`config.mk`:
```
export PLATFORM = sky130hd
export DESIGN_NAME = regfile_operand_stage
export DESIGN_NICKNAME = d
export VERILOG_FILES = /design/src/rtl/regfile_operand_stage.sv
export SDC_FILE = /design/constraint.sdc
export NUM_CORES = 1
export LEC_CHECK = 0
export CAP_MARGIN = 40
export CORE_ASPECT_RATIO = 0.5
export CORE_MARGIN = 3
export CORE_UTILIZATION = 55
export DETAILED_ROUTE_END_ITERATION = 7
export DONT_BUFFER_PORTS = 1
export GPL_TIMING_DRIVEN = 0
export PLACE_DENSITY = 0.81
export SYNTH_ARGS = -nofsm -noshare
export SYNTH_HDL_FRONTEND = slang
export SYNTH_SLANG_ARGS = --single-unit
```
`constraint.sdc`:
```
create_clock -name clk -period 4.8 [get_ports clk]
set_clock_uncertainty 0.2 [all_clocks]
set_input_delay 0.72 -clock clk [delete_from_list [all_inputs] [get_ports clk]]
set_output_delay 0.72 -clock clk [all_outputs]
set_load 0.02 [all_outputs]
```
`src/rtl/regfile_operand_stage.sv`:
```
// Register file with write-first operand fetch feeding a 2-entry in-order
// output buffer toward the downstream shifter/ALU.
module regfile_operand_stage #(
    parameter int DW   = 16,
    parameter int NREG = 8
) (
    input  logic          clk,
    input  logic          reset_n,
    input  logic          write,
    input  logic [2:0]    writenum,
    input  logic [DW-1:0] data_in,
    input  logic          req_valid,
    output logic          req_ready,
    input  logic [2:0]    readnum_a,
    input  logic [2:0]    readnum_b,
    input  logic [1:0]    shift_in,
    output logic          out_valid,
    input  logic          out_ready,
    output logic [DW-1:0] a_out,
    output logic [DW-1:0] b_out,
    output logic [1:0]    shift_out
);

    typedef enum logic [1:0] {
        EMPTY = 2'd0,
        ONE   = 2'd1,
        FULL  = 2'd2
    } state_t;

    state_t        r_state;
    logic [DW-1:0] r_rf [NREG];

    // Slot 0 is always the head; slot 1 only holds data in FULL.
    logic [DW-1:0] r_a0, r_a1;
    logic [DW-1:0] r_b0, r_b1;
    logic [1:0]    r_s0, r_s1;

    logic          w_push;
    logic          w_pop;
    logic [DW-1:0] w_op_a;
    logic [DW-1:0] w_op_b;

    assign req_ready = (r_state != FULL);
    assign out_valid = (r_state != EMPTY);
    assign w_push    = req_valid & req_ready;
    assign w_pop     = out_valid & out_ready;

    // A write landing in the accepting cycle must be seen by the snapshot.
    assign w_op_a = (write && (writenum == readnum_a)) ? data_in : r_rf[readnum_a];
    assign w_op_b = (write && (writenum == readnum_b)) ? data_in : r_rf[readnum_b];

    always_ff @(posedge clk or negedge reset_n) begin
        if (!reset_n) begin
            for (int i = 0; i < NREG; i++) begin
                r_rf[i] <= '0;
            end
        end else if (write) begin
            r_rf[writenum] <= data_in;
        end
    end

    always_ff @(posedge clk or negedge reset_n) begin
        if (!reset_n) begin
            r_state <= EMPTY;
            r_a0    <= '0;
            r_a1    <= '0;
            r_b0    <= '0;
            r_b1    <= '0;
            r_s0    <= '0;
            r_s1    <= '0;
        end else begin
            case (r_state)
                EMPTY: begin
                    if (w_push) begin
                        r_a0    <= w_op_a;
                        r_b0    <= w_op_b;
                        r_s0    <= shift_in;
                        r_state <= ONE;
                    end
                end
                ONE: begin
                    if (w_push && w_pop) begin
                        r_a0 <= w_op_a;
                        r_b0 <= w_op_b;
                        r_s0 <= shift_in;
                    end else if (w_push) begin
                        r_a1    <= w_op_a;
                        r_b1    <= w_op_b;
                        r_s1    <= shift_in;
                        r_state <= FULL;
                    end else if (w_pop) begin
                        r_state <= EMPTY;
                    end
                end
                FULL: begin
                    if (w_pop) begin
                        r_a0    <= r_a1;
                        r_b0    <= r_b1;
                        r_s0    <= r_s1;
                        r_state <= ONE;
                    end
                end
                default: r_state <= EMPTY;
            endcase
        end
    end

    assign a_out     = out_valid ? r_a0 : '0;
    assign b_out     = out_valid ? r_b0 : '0;
    assign shift_out = out_valid ? r_s0 : 2'b00;

endmodule

```
==> results.md, run 1 <==
* CP peak stage delay at 450 ps
* Largest area contributor in the synthesized netlist: dfrtp_1
* Hold slack at -226 ps
* Post-Synthesis Cells at 831
* Worst EP arrival at 2000 ps
* IO buf count at 0
* Cell area after layout at 0.0118 sq mm
* Max-cap viol count at 0
* Largest net degree at the start of global routing at 199
* Most common cell in the synthesized netlist: dfrtp_1
* CP Capture Type: output pin
* Area after DPL at 0.0112 sq mm
* Initial Util at 57.5%
* DR WL/cell at 26.0 microns
* Clock power frac at 26.7%
* Gate power share at 28.1%
* Fin crit share at 60.9%
* Worst-Skew Late Latency at 430 ps
* Vias per inst at 6.84
* Width of the die at 204 microns
* Total number of vias at 7686
* # IOs at 68
* Clock-pin transition on the worst setup and hold timing paths at 80 ps
* Area Overhead vs Synth at 8.65%
* Slowest CP cell: nor2_1
* Crit-path max FO at 10
* Total Power at 5610 uW
* Sequential area share after synthesis at 45.8%
* Grt ovf at 0
* Synth Net Count at 863
* Sequential cell area at 0.00495 sq mm
* Wire length on met2 at 13.5 mm
* Critical Path, Cell by Cell: nor2_1 -> clkbuf_1 -> nor2b_1
* Number of core rows at 35
* ANT nets after route at 0
* HP Class: in -> async
* VDD IR max at 266 uV
* First-pass GRT wire length at 45.2 mm
* Synth async-reset ratio at 100%
* Startpoint Class: register
* Slew margin rel. at 35.5%
* Initial DRT Pass Iterations at 5
* Reg power frac at 45.1%
* Worst-margin pin slew at 967 ps
* Endpoints failing hold at 198
* DR iter-0 viols at 842
* Fmax at 0.342 GHz
* Post-CTS Setup Repair Bufs at 0
* Root buffer cell: clkbuf_16
* Initial antenna violation count at 0
* Top-area cell type share of the netlist area at 45.8%
* Crit path time final at 2920 ps
* Total global-route track usage at 27.5%
* Setup TNS at 0 ps
* Critical Path RT at 3880 ps
* Leak at 0.00522 uW
* Synth cell types at 42
* Number of synthesized flops with an enable pin at 0
* Internal power at 3760 uW
* Maximum root-to-sink buffer count at 2
* CTS buffer count at 17
* Final Non-Filler Cells at 1123
* Cell count after placement at 1091
* Metal-1 WL at 11.9 mm
* Power Density at 477 mW/mm^2
* Max-slew violations at 0
* Netlist area before placement at 0.0108 sq mm
* Core area at 0.0188 sq mm
* Gpl congestion at 0.880
* Status: finished, violations left
* Area occupied by multi-input gates at 0.00539 sq mm
* Top post-synthesis cells by area: dfrtp_1 (46%), mux2_2 (14%), mux4_1 (10%)
* Remaining design rule violation count at 0
* Setup CP Type: reg -> out
* Synth warn at 0
* Number of global-route vias before repair at 7624
* Syn_area_per_cell at 13.0 sq um
* Die Ht at 105 microns
* Violated checks: hold timing
* CTS tree: done
* Final wirelength at 29.2 mm
* Post-CTS Resized at 0
* Setup WS post-layout at 1880 ps
* RSZ-0062 raised after global routing: no
* DP HPWL at 19.8 mm
* Switching Share at 33.0%
* Highest metal used: met4
* Met3 routed WL at 3.41 mm
* P_sw at 1850 uW
* Ratio of cells with drive above 1 in the final layout at 26.9%
* H-Tree Depth at 4
* Synth top cells by count: dfrtp_1 (198), mux2_2 (130), nand2_1 (74)
* Clock Sinks at 198
* Pre-CTS setup slack at 1850 ps
* Fillcell total at 1360
* Final setup vio count at 0
* Die Area at 0.0215 sq mm
* Synth Flop Type: dfrtp_1
* #FFs+latches synth at 198
* Layout Nets at 883
* # diodes at 0
final cells by class:
type / instances / share of cell area [%]
multi-input cells: 548 / 45.9
flip-flops and latches: 198 / 42.1
plain buffers: 82 / 3.97
clock buffers: 18 / 3.73
well taps: 259 / 2.76
clock inverters: 14 / 1.37
repair buffers: 1 / 0.0957
inverters: 3 / 0.0957
cell usage in the layout, fill, tap and decap left out, drive strengths merged:
cell type,instances
o21a,30
nand2b,2
o41ai,1
nor3b,2
inv,9
nand4b,3
and3b,1
nand2,74
o21ai,7
nand4,3
clkbuf,61
and2,1
nor2,51
clkinv,5
nor3,4
xnor2,6
a32oi,1
nor2b,36
nand3,1
o22ai,1
mux4,64
clkinvlp,1
a211oi,30
bufinv,2
mux2i,32
a22o,60
mux2,130
dfrtp,198
buf,40
and4,2
a21oi,4
a41oi,2
final timing paths:
path / from / end / slack [ps] / cells past startpoint
setup / recovery: r_state[0]$_DFFE_PN0P_ / a_out[3] / 1880 / 3
hold / removal: reset_n / r_b0[2]$_DFFE_PN0P_ / -230 / 0
setup reg to reg: r_state[1]$_DFFE_PN0P_ / r_a0[12]$_DFFE_PN0P_ / 2580 / 6
hold reg to reg: r_s0[1]$_DFFE_PN0P_ / r_s0[1]$_DFFE_PN0P_ / 270 / 2
max in group asynchronous: reset_n / r_rf[78]$_DFFE_PN0P_ / 4180 / 0
min in group clk: shift_in[0] / r_s1[0]$_DFFE_PN0P_ / 190 / 2
per-layer routing:
layer / up-vias / global-route usage (%)
li1: 3169 / -
met1: 3943 / 39.6
met2: 522 / 42.5
met3: 52 / 6.85
met4: 0 / 6.28
met5: - / 0
power by group through the flow:
stage / Combinational [uW] / Sequential (uW) / Clock (uW)
2_1_floorplan: 1250 / 2390 / 0
3_3_place_gp: 1480 / 2480 / 0
3_5_place_dp: 1540 / 2530 / 0
4_1_cts: 1560 / 2510 / 1490
5_1_grt: 1690 / 2580 / 1570
6_report: 1580 / 2530 / 1500
flip-flops by register name (all words and copies together), names as in the netlist:
name     cells
r_b0        16
r_b1        16
r_s0         2
r_state      2
r_rf       128
r_a0        16
r_s1         2
r_a1        16
critical path: cells and delay by family (launching register included):
kind / cells / cell delay [ps]
simple gates: 2 / 670
buf+inv: 1 / 450
flops: 1 / 440
cell families (layout without fill, tap and decap cells):
logic type | Yosys count | count (layout) | share of synthesized area [%]
muxes | 226 | 226 | 31.3
DFF | 198 | 198 | 45.8
and+or+nand+nor | 180 | 180 | 7.89
AOI/OAI and AO/OA | 136 | 136 | 10.1
buffers and inverters | 85 | 118 | 4.42
xor gates and xnor gates | 6 | 6 | 0.485
through the flow:
stage | hold WS [ps] | util [%]
2_1_floorplan | 224 | -
3_3_place_gp | 228 | 59.2
3_5_place_dp | 228 | 59.3
4_1_cts | -231 | 62.5
5_1_grt | -238 | 62.5
6_report | -226 | 62.5
No activity file was read; power rests on OpenSTA's default activity.
==> run 2: changes to the inputs <==
==> constraint.sdc (replaced) <==
create_clock -name clk -period 2.76 [get_ports clk]
set_clock_uncertainty 0.2 [all_clocks]
set_input_delay 0.414 -clock clk [delete_from_list [all_inputs] [get_ports clk]]
set_output_delay 0.414 -clock clk [all_outputs]
set_load 0.02 [all_outputs]
==> run 2 against run 1 <==
Compared with the run above:
- clock power rose by 74%
- the flow still finishes with violations (hold timing)
- critical path type unchanged
- sequential cell count did not move
- sequential power rose by 74%
==> results.md, run 2 (same netlist as run 1, synthesis figures left out) <==
* Final wirelength at 29.2 mm (about the same)
* Fin crit share at 95.4%
* DP HPWL at 19.8 mm (unchanged)
* Fillcell total at 1356 (-0.29%)
* ANT nets after route at 0 (unchanged)
* # IOs at 68 (unchanged)
* Grt ovf at 0 (unchanged)
* Startpoint Class: register
* Total Power at 9760 uW (+74%)
* DR WL/cell at 25.9 microns (-0.33%)
* Slew margin rel. at 37.6% (+2.0 points)
* Final setup vio count at 0 (unchanged)
* Fmax at 0.380 GHz
* Core area at 0.0188 sq mm (unchanged)
* Root buffer cell: clkbuf_16
* CTS buffer count at 17 (unchanged)
* Max-slew violations at 0 (unchanged)
* P_sw at 3230 uW (+74%)
* Clock Sinks at 198 (unchanged)
* # diodes at 0 (unchanged)
* Internal power at 6540 uW (+74%)
* Area after DPL at 0.0112 sq mm (unchanged)
* Reg2reg setup slack at 520 ps (-2060 ps)
* Power Density at 827 mW/mm^2 (+74%)
* Area Overhead vs Synth at 9.02%
* Leak at 0.00524 uW (+0.32%)
* Clock-pin transition on the worst setup and hold timing paths at 80 ps (about the same)
* Critical Path, Cell by Cell: nor2_1 -> clkbuf_1 -> nor2b_1
* Hold slack at -531 ps (-305 ps)
* Gate power share at 28.1% (about the same)
* Commonest non-fill, non-tap cells in the layout: dfrtp_1 (198), mux2_2 (130), nand2_1 (74)
* First-pass GRT wire length at 45.3 mm (about the same)
* Die Area at 0.0215 sq mm (unchanged)
* Crit path time final at 2630 ps
* CTS Hold Bufs at 4
* Violated checks: hold timing
* Endpoints failing hold at 199 (+0.51%)
* Initial DRT Pass Iterations at 7 (+2)
* Finished Core Util at 62.7% (+0.21 points)
* Vias per inst at 6.83 (-0.25%)
* Max FFs per register at 128 (unchanged)
* Gpl congestion at 0.880 (unchanged)
* Reg power frac at 45.1% (about the same)
* Number of core rows at 35 (unchanged)
* RSZ-0062 raised after global routing: no
* Total global-route track usage at 27.5% (about the same)
* CP Buf/Inv Count at 1 (unchanged)
* Clock power frac at 26.8% (about the same)
* Biggest register: r_rf
* Slowest CP cell: nor2_1
* Number of global-route vias before repair at 7639 (+0.20%)
* VDD IR max at 464 uV (+74%)
* Worst-Skew Late Latency at 430 ps (about the same)
* Total number of vias at 7694 (+0.10%)
* Maximum root-to-sink buffer count at 2 (unchanged)
* Max-cap viol count at 0 (unchanged)
* Ratio of cells with drive above 1 in the final layout at 26.7% (-0.12 points)
* Switching Share at 33.0% (+0.047 points)
* IO buf count at 0 (unchanged)
* Status: finished, violations left
* DR iter-0 viols at 816 (-3.1%)
* Delay-heaviest family, CP: simple AND/OR/NAND/NOR gates
* Remaining design rule violation count at 0 (unchanged)
* Most common cell after layout, fill and taps aside: dfrtp_1
* H-Tree Depth at 4 (unchanged)
* Initial antenna violation count at 0 (unchanged)
* Initial Util at 57.5% (unchanged)
* Critical Path RT at 2150 ps (-1730 ps)
* HP Class: in -> async
* Width of the die at 204 microns (unchanged)
* Cell area after layout at 0.0118 sq mm (+0.34%)
* Setup CP Type: reg -> out
* Largest net degree at the start of global routing at 199 (unchanged)
* Worst-margin pin slew at 937 ps (-30.5 ps)
* Layout Nets at 887 (+0.45%)
* Die Ht at 105 microns (unchanged)
* CP peak stage delay at 460 ps (about the same)
* Setup TNS at 0 ps (unchanged)
* Crit-path max FO at 10 (unchanged)
* CTS tree: done
* CP Capture Type: output pin
* Worst EP arrival at 2020 ps (+20 ps)
* Post-CTS Setup Repair Bufs at 0 (unchanged)
* Post-CTS Resized at 0 (unchanged)
[run 2: cell count changes in the layout (fill, tap and decap cells not counted), sizes merged]
cell	previous run	this run
dlygate4sd3	0	4
[run 2: worst paths after layout]
| path | depth (start not counted) | endpoint | startpoint |
|---|---|---|---|
| max reg2reg | 6 | r_a0[12]$_DFFE_PN0P_ | r_state[1]$_DFFE_PN0P_ |
| min reg2reg | 2 | r_s0[1]$_DFFE_PN0P_ | r_s0[1]$_DFFE_PN0P_ |
| max | 3 | a_out[2] | r_state[1]$_DFFE_PN0P_ |
| min | 0 | r_b0[2]$_DFFE_PN0P_ | reset_n |
| min in group clk | 2 | r_s0[0]$_DFFE_PN0P_ | shift_in[0] |
| max in group asynchronous | 0 | r_rf[78]$_DFFE_PN0P_ | reset_n |
[run 2: cell type report]
cell class	count	area, sq um	area share, %
multi-input combinational	548	5390	45.7
timing repair buffer	5	51.3	0.435
clock buffer	18	439	3.72
buffer	82	467	3.95
clock inverter	14	161	1.37
tap	259	324	2.75
sequential	198	4950	42.0
inverter	3	11.3	0.0954
[run 2: stage by stage]
stage                     cells  worst slack [ps]
after floorplan             831               761
after global placement     1090               219
after detailed placement   1091               119
after CTS                  1127               106
after global routing       1127              26.1
final                      1127               126
[run 2: power groups by stage]
stage                     Sequential (uW)  Clock [uW]  Combinational (uW)
final                                4400        2610                2750
after global routing                 4480        2730                2940
after CTS                            4370        2600                2710
after detailed placement             4390           0                2680
after global placement               4310           0                2570
after floorplan                      4160           0                2180
[run 2: routing by layer]
layer  GRT usage, %  vias to the layer above  share of wire [%]  wire, microns
li1               -                     3182                  -              -
met1           39.6                     3960                 41          12100
met2           42.6                      502                 46          13400
met3           6.85                       50                 11           3260
met4           6.28                        0                1.5            446
met5              0                        -                  0              0
==> run 3: changes to the inputs <==
--- a/config.mk
+++ b/config.mk
@@ -9,6 +9,7 @@
 export CORE_ASPECT_RATIO = 0.5
 export CORE_MARGIN = 3
 export CORE_UTILIZATION = 55
+export CTS_CLUSTER_SIZE = 30
 export DETAILED_ROUTE_END_ITERATION = 7
 export DONT_BUFFER_PORTS = 1
 export GPL_TIMING_DRIVEN = 0
==> constraint.sdc (replaced) <==
create_clock -name clk -period 3.05 [get_ports clk]
set_clock_uncertainty 0.2 [all_clocks]
set_input_delay 0.4575 -clock clk [delete_from_list [all_inputs] [get_ports clk]]
set_output_delay 0.4575 -clock clk [all_outputs]
set_load 0.02 [all_outputs]
==> run 3 against run 2 <==
Compared with the run above:
- the flow still finishes with violations (hold timing)
- die area unchanged
- design area about the same
- first-iteration DRC count rose by 9.1%
- combinational power fell by 9.5%
- register-to-register slack improved by 300 ps
- wire length rose by 0.43%
- global-route usage unchanged
- sequential cell count did not move
- final cell count barely moved
- sequential share of layout area hardly changed
- critical path type unchanged
- largest cell class unchanged
- largest power group unchanged
- highest routed layer unchanged
==> results.md, run 3 (same netlist as run 1, synthesis figures left out) <==
* Number of core rows at 35 (unchanged)
* Critical Path, Cell by Cell: nor2_1 -> clkbuf_1 -> nor2b_1
* Sequential cell area at 0.00495 sq mm (unchanged)
* Core area at 0.0188 sq mm (unchanged)
* Fmax at 0.377 GHz
* Cell area after layout at 0.0118 sq mm (about the same)
* Ratio of cells with drive above 1 in the final layout at 26.8% (+0.031 points)
* Cell count after placement at 1091 (unchanged)
* Layout Nets at 886 (-0.11%)
* Crit path time final at 2660 ps
* Slew margin rel. at 35.9% (-1.6 points)
* Max FFs per register at 128 (unchanged)
* Delay-heaviest family, CP: simple AND/OR/NAND/NOR gates
* CTS Hold Bufs at 3 (-1)
* Clock-pin transition on the worst setup and hold timing paths at 80 ps (about the same)
* Leak at 0.00524 uW (about the same)
* Slowest CP cell: clkbuf_1
* Worst-margin pin slew at 961 ps (+24.4 ps)
* Post-CTS Setup Repair Bufs at 0 (unchanged)
* HP Class: in -> async
* Setup TNS at 0 ps (unchanged)
* DR iter-0 viols at 890 (+9.1%)
* Root buffer cell: clkbuf_16
* GR Util met3 at 6.85% (unchanged)
* H-Tree Depth at 4 (unchanged)
* Max-cap viol count at 0 (unchanged)
* Worst EP arrival at 2000 ps (-20 ps)
* Die Ht at 105 microns (unchanged)
* Maximum root-to-sink buffer count at 2 (unchanged)
* Final wirelength at 29.3 mm (+0.43%)
* Fillcell total at 1357 (+0.074%)
* Biggest register: r_rf
* Initial DRT Pass Iterations at 7 (unchanged)
* Most common cell after layout, fill and taps aside: dfrtp_1
* Commonest non-fill, non-tap cells in the layout: dfrtp_1 (198), mux2_2 (130), nand2_1 (74)
* Final setup vio count at 0 (unchanged)
* CTS tree: done
* Setup CP Type: reg -> out
* Remaining design rule violation count at 0 (unchanged)
* CP Buf/Inv Count at 1 (unchanged)
* Initial antenna violation count at 0 (unchanged)
* Startpoint Class: register
* CP Capture Type: output pin
* Reg-to-Reg End: r_b0[3]$_DFFE_PN0P_
* Fin crit share at 87.1%
* Power Density at 749 mW/mm^2 (-9.5%)
* DR WL/cell at 26.0 microns (+0.52%)
* Crit-path max FO at 10 (unchanged)
* Number of global-route vias before repair at 7629 (-0.13%)
* Die Area at 0.0215 sq mm (unchanged)
* Clock Sinks at 198 (unchanged)
* FF-to-FF Start: r_state[1]$_DFFE_PN0P_
* GR Util met2 at 42.6% (-0.048 points)
* Met1 Use GR at 39.7% (+0.041 points)
* ANT nets after route at 0 (unchanged)
* DP HPWL at 19.8 mm (unchanged)
* Gr busiest metal: met2
* RSZ-0062 raised after global routing: no
* Violated checks: hold timing
* Total number of vias at 7639 (-0.71%)
* # diodes at 0 (unchanged)
* Critical Path RT at 2390 ps (+240 ps)
* Vias per inst at 6.78 (-0.63%)
* # IOs at 68 (unchanged)
* Reg2Reg Depth at 5 (-1)
* Max-slew violations at 0 (unchanged)
* Endpoints failing hold at 198 (-0.50%)
* Status: finished, violations left
* Final Non-Filler Cells at 1126 (-0.089%)
* CP peak stage delay at 450 ps (about the same)
* First-pass GRT wire length at 45.3 mm (about the same)
* Reg2reg setup slack at 820 ps (+300 ps)
* Gpl congestion at 0.880 (unchanged)
* VDD IR max at 419 uV (-9.6%)
* Width of the die at 204 microns (unchanged)
* IO buf count at 0 (unchanged)
* Hold slack at -487 ps (+43.7 ps)
* Worst-Skew Late Latency at 430 ps (about the same)
* CTS buffer count at 17 (unchanged)
* Area after DPL at 0.0112 sq mm (unchanged)
* Area occupied by multi-input gates at 0.00539 sq mm (unchanged)
* Initial Util at 57.5% (unchanged)
* Total global-route track usage at 27.5% (unchanged)
* Largest net degree at the start of global routing at 199 (unchanged)
* Grt ovf at 0 (unchanged)
* Area Overhead vs Synth at 8.92% (about the same)
==> run 3: cell types whose count changed in the layout (fill, tap and decap cells not counted) <==
| cell | before | now |
|---|---|---|
| dlygate4sd3_1 | 4 | 3 |
==> run 3: layout make-up <==
| type | instances | area share [%] |
|---|---|---|
| Multi-Input combinational cell | 548 | 45.7 |
| Sequential cell | 198 | 42.0 |
| Buffer | 82 | 3.96 |
| Clock buffer | 18 | 3.72 |
| Tap cell | 259 | 2.75 |
| Clock inverter | 14 | 1.37 |
| Timing Repair Buffer | 4 | 0.350 |
| Inverter | 3 | 0.0955 |
==> run 3: what timing repair did <==
action                                 in CTS  in global routing
endpoints found under the hold margin     201                198
setup endpoints to repair                   0                  0
resized for setup                           0                  0
==> run 3: per-stage QoR <==
stage,setup WS (ps),util (%),power (uW)
after global placement,466,59.2,6230
after CTS,352,62.6,8760
after global routing,273,62.6,9180
after detailed placement,365,59.3,6400
after floorplan,1010,-,5740
final,394,62.6,8830
==> run 3: per-layer routing <==
layer	vias to the layer above	wire, microns
met5	-	0
li1	3174	-
met2	466	13500
met1	3945	12300
met4	0	412
met3	54	3120
==> run 3: worst reg2reg max path: stages (launching register included) <==
cell	delay, ps
dfrtp_1	430
nor2b_2	370
clkbuf_1	510
nor2_1	170
a211oi_1	310
a22o_1	190
==> run 3: worst max path at each step <==
stage,start,to,slack [ps],depth (start not counted)
2_1_floorplan,writenum[1],r_rf[50]$_DFFE_PN0P_,1010,5
3_3_place_gp,readnum_b[2],r_b0[0]$_DFFE_PN0P_,470,6
3_5_place_dp,readnum_b[2],r_b0[2]$_DFFE_PN0P_,370,6
4_1_cts,r_state[0]$_DFFE_PN0P_,b_out[15],350,3
5_1_grt,r_state[0]$_DFFE_PN0P_,out_valid,270,3
6_report,r_state[0]$_DFFE_PN0P_,a_out[2],390,3
==> run 3: power by group <==
group	leakage (uW)	internal (uW)	total [uW]	switching [uW]
Clock	0.000296	1260	2350	1090
Combinational	0.00253	1240	2490	1250
Sequential	0.00241	3420	3990	568
